**config.mk**
```make
export PLATFORM = sky130hd
export DESIGN_NAME = fft_radix2_seq
export DESIGN_NICKNAME = d
export VERILOG_FILES = /design/src/rtl/fft_pkg.sv /design/src/rtl/fft_twiddle_rom.sv /design/src/rtl/fft_radix2_seq.sv
export SDC_FILE = /design/constraint.sdc
export NUM_CORES = 2
export LEC_CHECK = 0
export CORE_MARGIN = 3
export CORE_UTILIZATION = 60
export DETAILED_ROUTE_END_ITERATION = 7
export PLACE_DENSITY = 0.87
export SLEW_MARGIN = 40
export SYNTH_ARGS = -nofsm -noshare
export SYNTH_HDL_FRONTEND = slang
export SYNTH_SLANG_ARGS = --single-unit
export TNS_END_PERCENT = 50
```
**constraint.sdc**
```tcl
create_clock -name CLK -period 27.1 [get_ports CLK]
set_input_delay 5.42 -clock CLK [delete_from_list [all_inputs] [get_ports CLK]]
set_output_delay 5.42 -clock CLK [all_outputs]
set_load 0.005 [all_outputs]
```
**src/rtl/fft_pkg.sv**
```systemverilog
// rtl/fft_pkg.sv - shared types, twiddle format constants and bit-reverse helper for fft_radix2_seq
package fft_pkg;

    typedef enum logic [1:0] {S_IDLE, S_LOAD, S_CALC, S_UNLOAD} fft_state_t;

    // Twiddles are signed Q2.(DATA_W-2): two integer bits so +1.0 is representable
    localparam int  TW_INT_W = 2;
    localparam real PI       = 3.14159265358979323846;

    // Butterfly intermediates; 48 bits covers full-precision products for DATA_W up to 23
    localparam int ACC_W = 48;

    typedef struct packed {
        logic signed [ACC_W-1:0] re;
        logic signed [ACC_W-1:0] im;
    } cplx_t;

    // Reverse the low 'bits' bits of x (bits <= 6)
    function automatic logic [5:0] bit_rev(input logic [5:0] x, input int bits);
        logic [5:0] full;
        full = {x[0], x[1], x[2], x[3], x[4], x[5]};
        return full >> (6 - bits);
    endfunction

endpackage

```
**src/rtl/fft_twiddle_rom.sv**
```systemverilog
// rtl/fft_twiddle_rom.sv - N/2-entry cos/sin twiddle ROM with one-cycle registered read
module fft_twiddle_rom
    import fft_pkg::*;
#(
    parameter int LOG2N  = 3,
    parameter int DATA_W = 16
) (
    input  logic              clk,
    input  logic [LOG2N-2:0]  k,
    output logic [DATA_W-1:0] cos_q,
    output logic [DATA_W-1:0] sin_q
);

    localparam int  HALF     = 2 ** (LOG2N - 1);
    localparam real TW_SCALE = 2.0 ** (DATA_W - TW_INT_W);

    logic [DATA_W-1:0] cos_tab [HALF];
    logic [DATA_W-1:0] sin_tab [HALF];

    // Table entries are cos/sin(2*pi*k/N) rounded to nearest; sin is kept positive
    for (genvar i = 0; i < HALF; i++) begin : g_tab
        localparam real ANG = 2.0 * PI * i / (2.0 * HALF);
        assign cos_tab[i] = DATA_W'($rtoi($floor($cos(ANG) * TW_SCALE + 0.5)));
        assign sin_tab[i] = DATA_W'($rtoi($floor($sin(ANG) * TW_SCALE + 0.5)));
    end

    // Registered read so the twiddle lines up with the operand read stage
    always_ff @(posedge clk) begin
        cos_q <= cos_tab[k];
        sin_q <= sin_tab[k];
    end

endmodule

```
**src/rtl/fft_radix2_seq.sv**
```systemverilog
// rtl/fft_radix2_seq.sv - sequential in-place radix-2 DIT FFT/IFFT; FFT_STAGE_SCALE_EN enables 1/2 per-stage scaling
module fft_radix2_seq
    import fft_pkg::*;
#(
    parameter int DATA_W = 16,
    parameter int FRAC_W = 8,
    parameter int LOG2N  = 3
) (
    input  logic              CLK,
    input  logic              RST,
    input  logic              in_valid,
    output logic              in_ready,
    input  logic [DATA_W-1:0] in_real,
    input  logic [DATA_W-1:0] in_imag,
    input  logic              inv,
    output logic              out_valid,
    input  logic              out_ready,
    output logic [DATA_W-1:0] out_real,
    output logic [DATA_W-1:0] out_imag,
    output logic [LOG2N-1:0]  out_index,
    output logic              out_last,
    output logic              busy
);

    localparam int N      = 2 ** LOG2N;
    localparam int HALF   = N / 2;
    localparam int KW     = LOG2N - 1;
    localparam int TW_FRAC = DATA_W - TW_INT_W;
    // Product of a Q.FRAC_W sample and a Q2.TW_FRAC twiddle is realigned to FRAC_W
    localparam int RND_SH = (FRAC_W + TW_FRAC) - FRAC_W;
    localparam logic signed [ACC_W-1:0] RND     = ACC_W'(1) <<< (RND_SH - 1);
    localparam logic signed [ACC_W-1:0] ONE     = ACC_W'(1);
    localparam logic signed [ACC_W-1:0] SAT_MAX = {{(ACC_W-DATA_W+1){1'b0}}, {(DATA_W-1){1'b1}}};
    localparam logic signed [ACC_W-1:0] SAT_MIN = ~SAT_MAX;

    function automatic logic signed [DATA_W-1:0] sat(input logic signed [ACC_W-1:0] x);
        if (x > SAT_MAX) return SAT_MAX[DATA_W-1:0];
        if (x < SAT_MIN) return SAT_MIN[DATA_W-1:0];
        return x[DATA_W-1:0];
    endfunction

    fft_state_t state;
    logic [LOG2N-1:0] load_cnt, cyc, nxt_index, load_addr;
    logic [2:0]       stage;
    logic             inv_q;

    logic signed [DATA_W-1:0] mem_re [N];
    logic signed [DATA_W-1:0] mem_im [N];

    logic             issue, load_we;
    logic [LOG2N-1:0] jw, mask, iss_a, iss_b;
    logic [KW-1:0]    iss_k;
    logic [DATA_W-1:0] tw_cos, tw_sin;

    logic                     p1_v, p2_v;
    logic [LOG2N-1:0]         p1_ia, p1_ib, p2_ia, p2_ib;
    logic signed [DATA_W-1:0] p1_a_re, p1_a_im, p1_b_re, p1_b_im;
    logic signed [DATA_W-1:0] p2_a_re, p2_a_im, p2_b_re, p2_b_im;

    logic signed [ACC_W-1:0] ar, ai, br, bi, cr, ci, sbi, sbr;
    cplx_t bf_wb, bf_sum, bf_dif;

    assign in_ready  = (state == S_IDLE) || (state == S_LOAD);
    assign busy      = (state == S_CALC) || (state == S_UNLOAD);
    assign load_we   = in_valid && in_ready;
    assign load_addr = LOG2N'(bit_rev(6'(load_cnt), LOG2N));
    assign nxt_index = out_index + LOG2N'(1);

    // Butterfly issue addressing: j -> (group, position) within the current stage
    always_comb begin
        issue = (state == S_CALC) && (cyc < LOG2N'(HALF));
        jw    = {1'b0, cyc[LOG2N-2:0]};
        mask  = LOG2N'((1 << stage) - 1);
        iss_a = ((jw >> stage) << (stage + 3'd1)) | (jw & mask);
        iss_b = iss_a | LOG2N'(1 << stage);
        iss_k = KW'((jw & mask) << (LOG2N - 1 - stage));
    end

    fft_twiddle_rom #(.LOG2N(LOG2N), .DATA_W(DATA_W)) u_tw (
        .clk   (CLK),
        .k     (iss_k),
        .cos_q (tw_cos),
        .sin_q (tw_sin)
    );

    // Complex multiply by W (conjugated for inverse), round, add/subtract, optional halve
    always_comb begin
        ar  = ACC_W'(p1_a_re);
        ai  = ACC_W'(p1_a_im);
        br  = ACC_W'(p1_b_re);
        bi  = ACC_W'(p1_b_im);
        cr  = ACC_W'($signed(tw_cos));
        ci  = ACC_W'($signed(tw_sin));
        sbi = ci * bi;
        sbr = ci * br;
        bf_wb.re  = (cr * br + (inv_q ? -sbi : sbi) + RND) >>> RND_SH;
        bf_wb.im  = (cr * bi - (inv_q ? -sbr : sbr) + RND) >>> RND_SH;
        bf_sum.re = ar + bf_wb.re;
        bf_sum.im = ai + bf_wb.im;
        bf_dif.re = ar - bf_wb.re;
        bf_dif.im = ai - bf_wb.im;
`ifdef FFT_STAGE_SCALE_EN
        bf_sum.re = (bf_sum.re + ONE) >>> 1;
        bf_sum.im = (bf_sum.im + ONE) >>> 1;
        bf_dif.re = (bf_dif.re + ONE) >>> 1;
        bf_dif.im = (bf_dif.im + ONE) >>> 1;
`endif
    end

    // Two-stage butterfly pipeline: operand read, then saturated results ready for write-back
    always_ff @(posedge CLK) begin
        p1_ia   <= iss_a;
        p1_ib   <= iss_b;
        p1_a_re <= mem_re[iss_a];
        p1_a_im <= mem_im[iss_a];
        p1_b_re <= mem_re[iss_b];
        p1_b_im <= mem_im[iss_b];
        p2_ia   <= p1_ia;
        p2_ib   <= p1_ib;
        p2_a_re <= sat(bf_sum.re);
        p2_a_im <= sat(bf_sum.im);
        p2_b_re <= sat(bf_dif.re);
        p2_b_im <= sat(bf_dif.im);
    end

    // Sample buffer: bit-reversed load writes and in-place butterfly write-back
    always_ff @(posedge CLK) begin
        if (load_we) begin
            mem_re[load_addr] <= $signed(in_real);
            mem_im[load_addr] <= $signed(in_imag);
        end
        if (p2_v) begin
            mem_re[p2_ia] <= p2_a_re;
            mem_im[p2_ia] <= p2_a_im;
            mem_re[p2_ib] <= p2_b_re;
            mem_im[p2_ib] <= p2_b_im;
        end
    end

    // Control FSM with registered output port
    always_ff @(posedge CLK) begin
        if (RST) begin
            state     <= S_IDLE;
            load_cnt  <= '0;
            stage     <= '0;
            cyc       <= '0;
            inv_q     <= 1'b0;
            p1_v      <= 1'b0;
            p2_v      <= 1'b0;
            out_valid <= 1'b0;
            out_last  <= 1'b0;
            out_index <= '0;
            out_real  <= '0;
            out_imag  <= '0;
        end else begin
            p1_v <= issue;
            p2_v <= p1_v;
            case (state)
                S_IDLE: if (in_valid) begin
                    inv_q    <= inv;
                    load_cnt <= LOG2N'(1);
                    state    <= S_LOAD;
                end
                S_LOAD: if (in_valid) begin
                    load_cnt <= load_cnt + LOG2N'(1);
                    if (load_cnt == LOG2N'(N - 1)) begin
                        state <= S_CALC;
                        stage <= '0;
                        cyc   <= '0;
                    end
                end
                S_CALC: begin
                    if (cyc == LOG2N'(HALF + 1)) begin
                        cyc <= '0;
                        if (stage == 3'(LOG2N - 1)) begin
                            state     <= S_UNLOAD;
                            out_valid <= 1'b1;
                            out_last  <= 1'b0;
                            out_index <= '0;
                            out_real  <= mem_re[0];
                            out_imag  <= mem_im[0];
                        end else begin
                            stage <= stage + 3'd1;
                        end
                    end else begin
                        cyc <= cyc + LOG2N'(1);
                    end
                end
                S_UNLOAD: if (out_ready) begin
                    if (out_last) begin
                        state     <= S_IDLE;
                        out_valid <= 1'b0;
                        out_last  <= 1'b0;
                    end else begin
                        out_index <= nxt_index;
                        out_real  <= mem_re[nxt_index];
                        out_imag  <= mem_im[nxt_index];
                        out_last  <= (nxt_index == LOG2N'(N - 1));
                    end
                end
                default: state <= S_IDLE;
            endcase
        end
    end

endmodule

```
* Word-level counts from Yosys, hierarchy flattened
Memory sizes are Yosys's and may differ from the RTL's. A register that Yosys moved wholly into a read port is not among the register bits.
Cells that the tools add are included.
** Storage, ports and cells
- Memories kept :: 2
- Input port bits :: 37
- Word-level logic and storage cells :: 177
- Register bits :: 159
- Bits in writable memories :: 256
** Cells by class
- Multiplexer cells :: 83
- Equal/unequal tests :: 16
- Add/sub/neg operators :: 16
- $mul :: 4
- Bitwise logic cells :: 4
- Order comparisons :: 10
- Reductions and logical operators :: 16
- Shift-type cells :: 4
** Memories
- mem_im :: words 8, bits a word 16, read ports 4, clocked after memory_dff 2, wr ports 3, line fft_radix2_seq.sv:48 : logic signed [DATA_W-1:0] mem_im [N];
- mem_re :: words 8, bits a word 16, read ports 4, clocked after memory_dff 2, wr ports 3, line fft_radix2_seq.sv:47 : logic signed [DATA_W-1:0] mem_re [N];
** Operators by type and width (count)
- 16-bit 2-to-1 mux :: 28
- 35-bit by 16-bit > comparator with 1-bit output (second input constant) :: 4
- 35-bit by 16-bit less-than comparator with 1-bit output (second input constant) :: 4
- 16-bit by 16-bit multiplier with 32-bit output :: 4
- 48-bit by 15-bit adder with 48-bit output (second input constant) :: 2
- 48-bit 2-to-1 mux :: 2
- 32-bit negation with 48-bit output :: 2
- 16-bit by 34-bit adder with 35-bit output :: 2
- 16-bit by 34-bit subtractor with 35-bit output :: 2
- 16-bit binary-select mux with 2-bit select :: 2
- 16-bit case mux with 2 select lines :: 2
- 32-bit by 48-bit adder with 48-bit output :: 1
- 32-bit by 48-bit subtractor with 48-bit output :: 1
- 3-bit 2-to-1 mux :: 11
- 3-bit by 32-bit left shift with 2-bit output :: 1
- 1-bit 2-to-1 mux :: 24
- 3-bit case mux with 2 select lines :: 4
- 5-bit AND reduction :: 3
- 2-bit 2-to-1 mux :: 7
- 3-bit by 1-bit adder with 3-bit output (second input constant) :: 4
- 2-bit inequality test (second input constant) :: 6
- 3-bit == test (second input constant) :: 3
- 2-bit case mux with 4 select lines :: 1
- 7-bit AND reduction :: 1
- 22 further kinds :: 32

* Depth between registers and ports, before layout
- Depth after elaboration :: 11
- Depth in mapped cells :: 62
- Mapped depth without buffers :: 58

* Modules after synthesis
Synthesis repeated with hierarchy kept, for this count alone.
** Unflattened totals
- Cells, all modules :: 9396
- Area, all modules :: 81540.7 um^2
** By module, submodules not included
- fft_radix2_seq :: area an instance 81189.1 um^2, seq. area each 11511.0 um^2, instances 1, cells each 9358
- fft_twiddle_rom :: area an instance 351.6 um^2, seq. area each 100.1 um^2, instances 1, cells each 38

* Worst setup path before layout
No wires, ideal clock.
- Path kind :: register to register
- From :: register u_tw.cos_q[0]
- To :: register p2_b_im[14]
- Stages on the path, launching flop included :: 56
- Period minus slack after synthesis :: 14.271 ns
- Path buffers :: 5
- Setup slack :: 12.829 ns
- Arrival :: 14.193 ns
- Cell sequence :: dfxtp_1 > clkbuf_1 > clkbuf_1 > clkbuf_1 > and2_1 > ha_1 > inv_1 > fa_1 > inv_1 > fa_1 > inv_1 > fa_1 > inv_1 > fa_1 > ha_1 > ha_1 > nand2_1 > nor2_1 > [... 20 more ...] > o221a_2 > o31ai_1 > a21oi_1 > xnor2_1 > ha_1 > clkbuf_1 > inv_1 > a21oi_1 > nor2_1 > o21ba_2 > a2111o_1 > a211oi_1 > mux2i_1 > a22o_1 > nor4_1 > a21oi_1 > clkbuf_1 > nor3_1
** Between the ends
- Longest elaborated chain between the ends :: 9
- Elaborated cells on any way between the ends :: 12
- Those cells by class :: add/sub: 3; mul: 1; order compare: 2; mux: 6
** Ends and longest elaborated chain
- start: declaration :: line fft_twiddle_rom.sv:10 : output logic [DATA_W-1:0] cos_q,
- start signal: assignment :: line fft_twiddle_rom.sv:29 : cos_q <= cos_tab[k];
- 16-bit by 16-bit multiplier with 32-bit output (*) :: line fft_radix2_seq.sv:97 : bf_wb.im = (cr * bi - (inv_q ? -sbr : sbr) + RND) >>> RND_SH;
- 32-bit by 48-bit subtractor with 48-bit output (*) :: line fft_radix2_seq.sv:97
- 48-bit by 15-bit adder with 48-bit output (*) :: line fft_radix2_seq.sv:97
- 16-bit by 34-bit subtractor with 35-bit output (*) :: line fft_radix2_seq.sv:101 : bf_dif.im = ai - bf_wb.im;
- 35-bit by 16-bit less-than comparator with 1-bit output :: line fft_radix2_seq.sv:38 : if (x < SAT_MIN) return SAT_MIN[DATA_W-1:0];
- 1-bit 2-to-1 mux (2 in a row) :: line fft_radix2_seq.sv:38
- 16-bit 2-to-1 mux :: line fft_radix2_seq.sv:39 : return x[DATA_W-1:0];
- 16-bit 2-to-1 mux (*) :: line fft_radix2_seq.sv:38
- end signal: assignment :: line fft_radix2_seq.sv:123 : p2_b_im <= sat(bf_dif.im);
- end: declaration :: line fft_radix2_seq.sv:58 : logic signed [DATA_W-1:0] p2_a_re, p2_a_im, p2_b_re, p2_b_im;
Every way passes the cells marked *; elsewhere a longest branch is shown, timed or not. The select of a mux whose other input is x is not followed.
A chain may end at the register's enable or synchronous reset.

* Worst setup path after layout
- From :: register p1_b_re[15] (read register of mem_re)
- To :: register p2_b_im[1]
** Between the ends
- Longest elaborated chain between the ends :: 11
- Elaborated cells on any way between the ends :: 14
- Those cells by class :: add/sub: 4; mul: 1; order compare: 2; mux: 7
** Ends and longest elaborated chain
- start: declaration :: line fft_radix2_seq.sv:57 : logic signed [DATA_W-1:0] p1_a_re, p1_a_im, p1_b_re, p1_b_im;
- 16-bit by 16-bit multiplier with 32-bit output (*) :: line fft_radix2_seq.sv:95 : sbr = ci * br;
- 32-bit negation with 48-bit output :: line fft_radix2_seq.sv:97
- 48-bit 2-to-1 mux (*) :: line fft_radix2_seq.sv:97
- 32-bit by 48-bit subtractor with 48-bit output (*) :: line fft_radix2_seq.sv:97
- 48-bit by 15-bit adder with 48-bit output (*) :: line fft_radix2_seq.sv:97
- 16-bit by 34-bit subtractor with 35-bit output (*) :: line fft_radix2_seq.sv:101
- 35-bit by 16-bit less-than comparator with 1-bit output :: line fft_radix2_seq.sv:38
- 1-bit 2-to-1 mux (2 in a row) :: line fft_radix2_seq.sv:38
- 16-bit 2-to-1 mux :: line fft_radix2_seq.sv:39
- 16-bit 2-to-1 mux (*) :: line fft_radix2_seq.sv:38
Marks and branches as above.

==> flow_summary_export.csv <==
group,metric,value,unit
run_status,status,"finished with violations",
run_status,violations,"DRC",
worst_setup_path,crit_path_max_fanout,12,
final_layout,final_layout_size_suffix_gt1_share,4.366,%
synth,synth-seq-area-share,17.42,%
floorplan,initial_core_util,60.88,%
timing,period_needed,16.18,ns
synth,synth_cell_type_count,102,
final_layout,fin_nets,8764,
cts,clockBufferDepth,3,
timing,finalSetupViolations,0,
timing,fin_crit_sh,59.70,%
timing,rsz0062_at_grt,"no",
cts,cts_made_buffers,51,
floorplan,dieArea,115100,um^2
place,dp_hpwl,148200,um
worst_setup_path,cp.depth,49,
synth,synthCells,7493,
cts,htreeDepth,2,
floorplan,std_cell_rows,121,
timing,hold_violations,0,
synth,synth_edf_count,256,
route,firstDrtPassIters,8,
grt,grt_max_degree,91,
cts,ctsHoldBuffers,0,
timing,fin_setup_tns,0,ns
cts,ctsResizeCount,0,
synth,synth_ff_type,"edfxtp_1",
worst_setup_path,cp-end-kind,"flop",
synth,synthArstFlopShare,0,%
route,avgViaCountPerCell,6.433,
worst_setup_path,crit_slowest_cell,"o21ai_1",
synth,ys_ff_latch,452,
flow_run,drv_cap,0,
route,num_vias,56582,
route,avgRoutedWirePerCell,22.98,um
timing,fin_skew,0.1035,ns
place,post-place-ws,11.11,ns
timing,drv_slew,0,
place,gp_congestion,0.9589,
grt,grt_pass1_wl,317200,um
floorplan,core,109500,um^2
final_layout,stdcell_area,70380,um^2
synth,synth_area,66640,um^2
worst_setup_path,required,27.52,ns
cts,cts.reportedPaths.clkPinSlew,0.09,ns
timing,slew-limit-headroom,33.08,%
grt,grt_pass1_vias,57644,
min_path,min_delay_path_depth,0,
worst_setup_path,crit_arrival,16.60,ns
cts,post_cts_buffers,0,
place,placed_cell_area,68440,um^2
cts,cts_sinks,452,
route,drt-initial-drc-count,7233,
final_layout,area_growth_syn_to_layout,5.622,%
worst_setup_path,crit_path_start_kind,"flop",
cts,cts_tree,"built",
grt,antenna_found_initial,15,
route,ant_nets,0,
grt,use_met1,44.03,%
timing,layout_setup_ws,10.92,ns
worst_setup_path,critPathTopFamily,"adder cells",
worst_setup_path,crit_type,"flop to flop",
floorplan,die_x,339.3,um
worst_setup_path,cp_num_buf_inv,6,
grt,gr-total-overflow,0,
worst_setup_path,rr_worst_depth,49,
route,drt_wl_total,202100,um
floorplan,die_h,339.3,um
worst_setup_path,slowest_delay,0.72,ns
grt,grtUsageMet2,54.01,%
place,io_buffers,75,
floorplan,io_pins,76,
synth,syn_nets,8993,
cts,insertion_delay,0.68,ns
timing,tightest_slew,0.9977,ns
min_path,hold_path_class,"flop to flop",
synth,syn_avg_cell_area,8.893,um^2
grt,grtUsageTotal,34.78,%
worst_setup_path,critPathMostFrequentCell,"fa_1",
route,drc,4,
synth,yosysWarnings,0,
cts,ctsRootBufferMaster,"clkbuf_16",
timing,fmax,61.81,MHz
grt,grt_busiest_layer,"met2",
grt,met3_usage,9.262,%
-- synth_stat cells (all sizes together), types with 13 or more instances --
master,number,area share [%]
a2111oi,17,0.23
a211oi,63,0.72
a21o,83,0.94
a21oi,450,3.4
a31oi,23,0.22
and2,128,1.2
and3,29,0.27
buf,67,0.39
clkbuf,358,2.0
dfxtp,196,5.9
edfxtp,256,12
fa,827,25
ha,636,12
inv,1024,5.8
mux2i,308,4.6
mux4,64,2.2
nand2,921,5.2
nand2b,48,0.45
nand3,379,2.8
nand4,42,0.39
nand4b,13,0.17
nor2,374,2.1
nor2b,33,0.31
nor3,66,0.50
nor4,24,0.23
o211ai,28,0.34
o21a,19,0.21
o21ai,362,2.7
o21bai,53,0.60
o31ai,37,0.44
or2,20,0.19
or3,23,0.22
or4,16,0.18
xnor2,224,2.9
xor2,86,1.1
-- cell families after synthesis --
family                   count (synthesis)  synth area share, %
adder cells (fa/ha/maj)               1463                36.79
AND/OR/NAND/NOR                       2152                14.72
flip-flops                             452                17.42
buffers and inverters                 1452                8.194
XOR/XNOR                               312                4.144
multiplexers                           373                6.812
AO/OA/AOI/OAI                         1289                11.92
-- metrics by stage --
stage	util [%]	hold slack [ns]	std cells
finish	64.30	0.3401	8795
floorplan	-	0.3096	7493
global placement	62.36	0.3119	8681
CTS	64.19	0.3355	8782
detailed placement	62.52	0.3157	8686
global route	64.28	0.3403	8788
-- placed cells by master (no fill, tap or decap), types with 15 or more instances in the layout --
| cell type | instances |
|---|---|
| a21o_1 | 83 |
| or4_1 | 16 |
| nand2_1 | 920 |
| o21ai_0 | 345 |
| inv_1 | 1019 |
| xor2_1 | 84 |
| a21oi_1 | 444 |
| o21a_1 | 19 |
| dfxtp_1 | 194 |
| nand3_1 | 375 |
| nand4_1 | 42 |
| edfxtp_1 | 256 |
| fa_1 | 822 |
| buf_4 | 51 |
| nor4_1 | 24 |
| o31ai_1 | 33 |
| xnor2_1 | 218 |
| or2_2 | 18 |
| mux2i_1 | 307 |
| and3_1 | 28 |
| ha_1 | 634 |
| or3_1 | 22 |
| nor2b_1 | 33 |
| nor2_1 | 374 |
| a2111oi_0 | 15 |
| o21bai_1 | 53 |
| a211oi_1 | 62 |
| clkbuf_16 | 56 |
| o211ai_1 | 27 |
| a31oi_1 | 23 |
| nor3_1 | 60 |
| mux4_2 | 64 |
| and2_1 | 127 |
| nand2b_1 | 47 |
| clkdlybuf4s50_1 | 74 |
-- registers in the layout (all words and copies together) (netlist names), 4 cells and up --
register / flops
mem_im: 128
mem_re: 128
out_imag: 16
out_real: 16
p1_a_im: 16
p1_a_re: 16
p1_b_im: 16
p1_b_re: 16
p2_a_im: 16
p2_a_re: 16
p2_b_im: 16
p2_b_re: 16
u_tw.cos_q: 4
-- path summary, 6_finish.rpt --
kind / from / endpoint / slack (ns)
worst max-delay path: p1_b_re[15]$_DFF_P_ / p2_b_im[1]$_SDFF_PN1_ / 10.92
worst min-delay path: p1_ia[2]$_DFF_P_ / p2_ia[2]$_DFF_P_ / 0.34
worst max register to register: p1_b_re[15]$_DFF_P_ / p2_b_im[1]$_SDFF_PN1_ / 10.92
worst min register to register: p1_ia[2]$_DFF_P_ / p2_ia[2]$_DFF_P_ / 0.34
-- area by class of cell --
class                   count  area, um^2
multi-input cells        5589       49830
fillers                  8199       39080
flip-flops and latches    452       11620
inverters                1027        3861
well taps                1476        1847
clock buffers              74        1529
repair buffers            143        1371
clock inverters            22       299.0
diodes                     12       30.03
-- metal layers --
metal  up-vias  part of all wire, %
li1      24539                    -
met1     27132                   36
met2      3892                   44
met3      1011                   13
met4         8                  6.9
met5         -                0.033
Power is not shown: default switching activity piles up to over one toggle a cycle in this logic, so the estimate is an artifact.
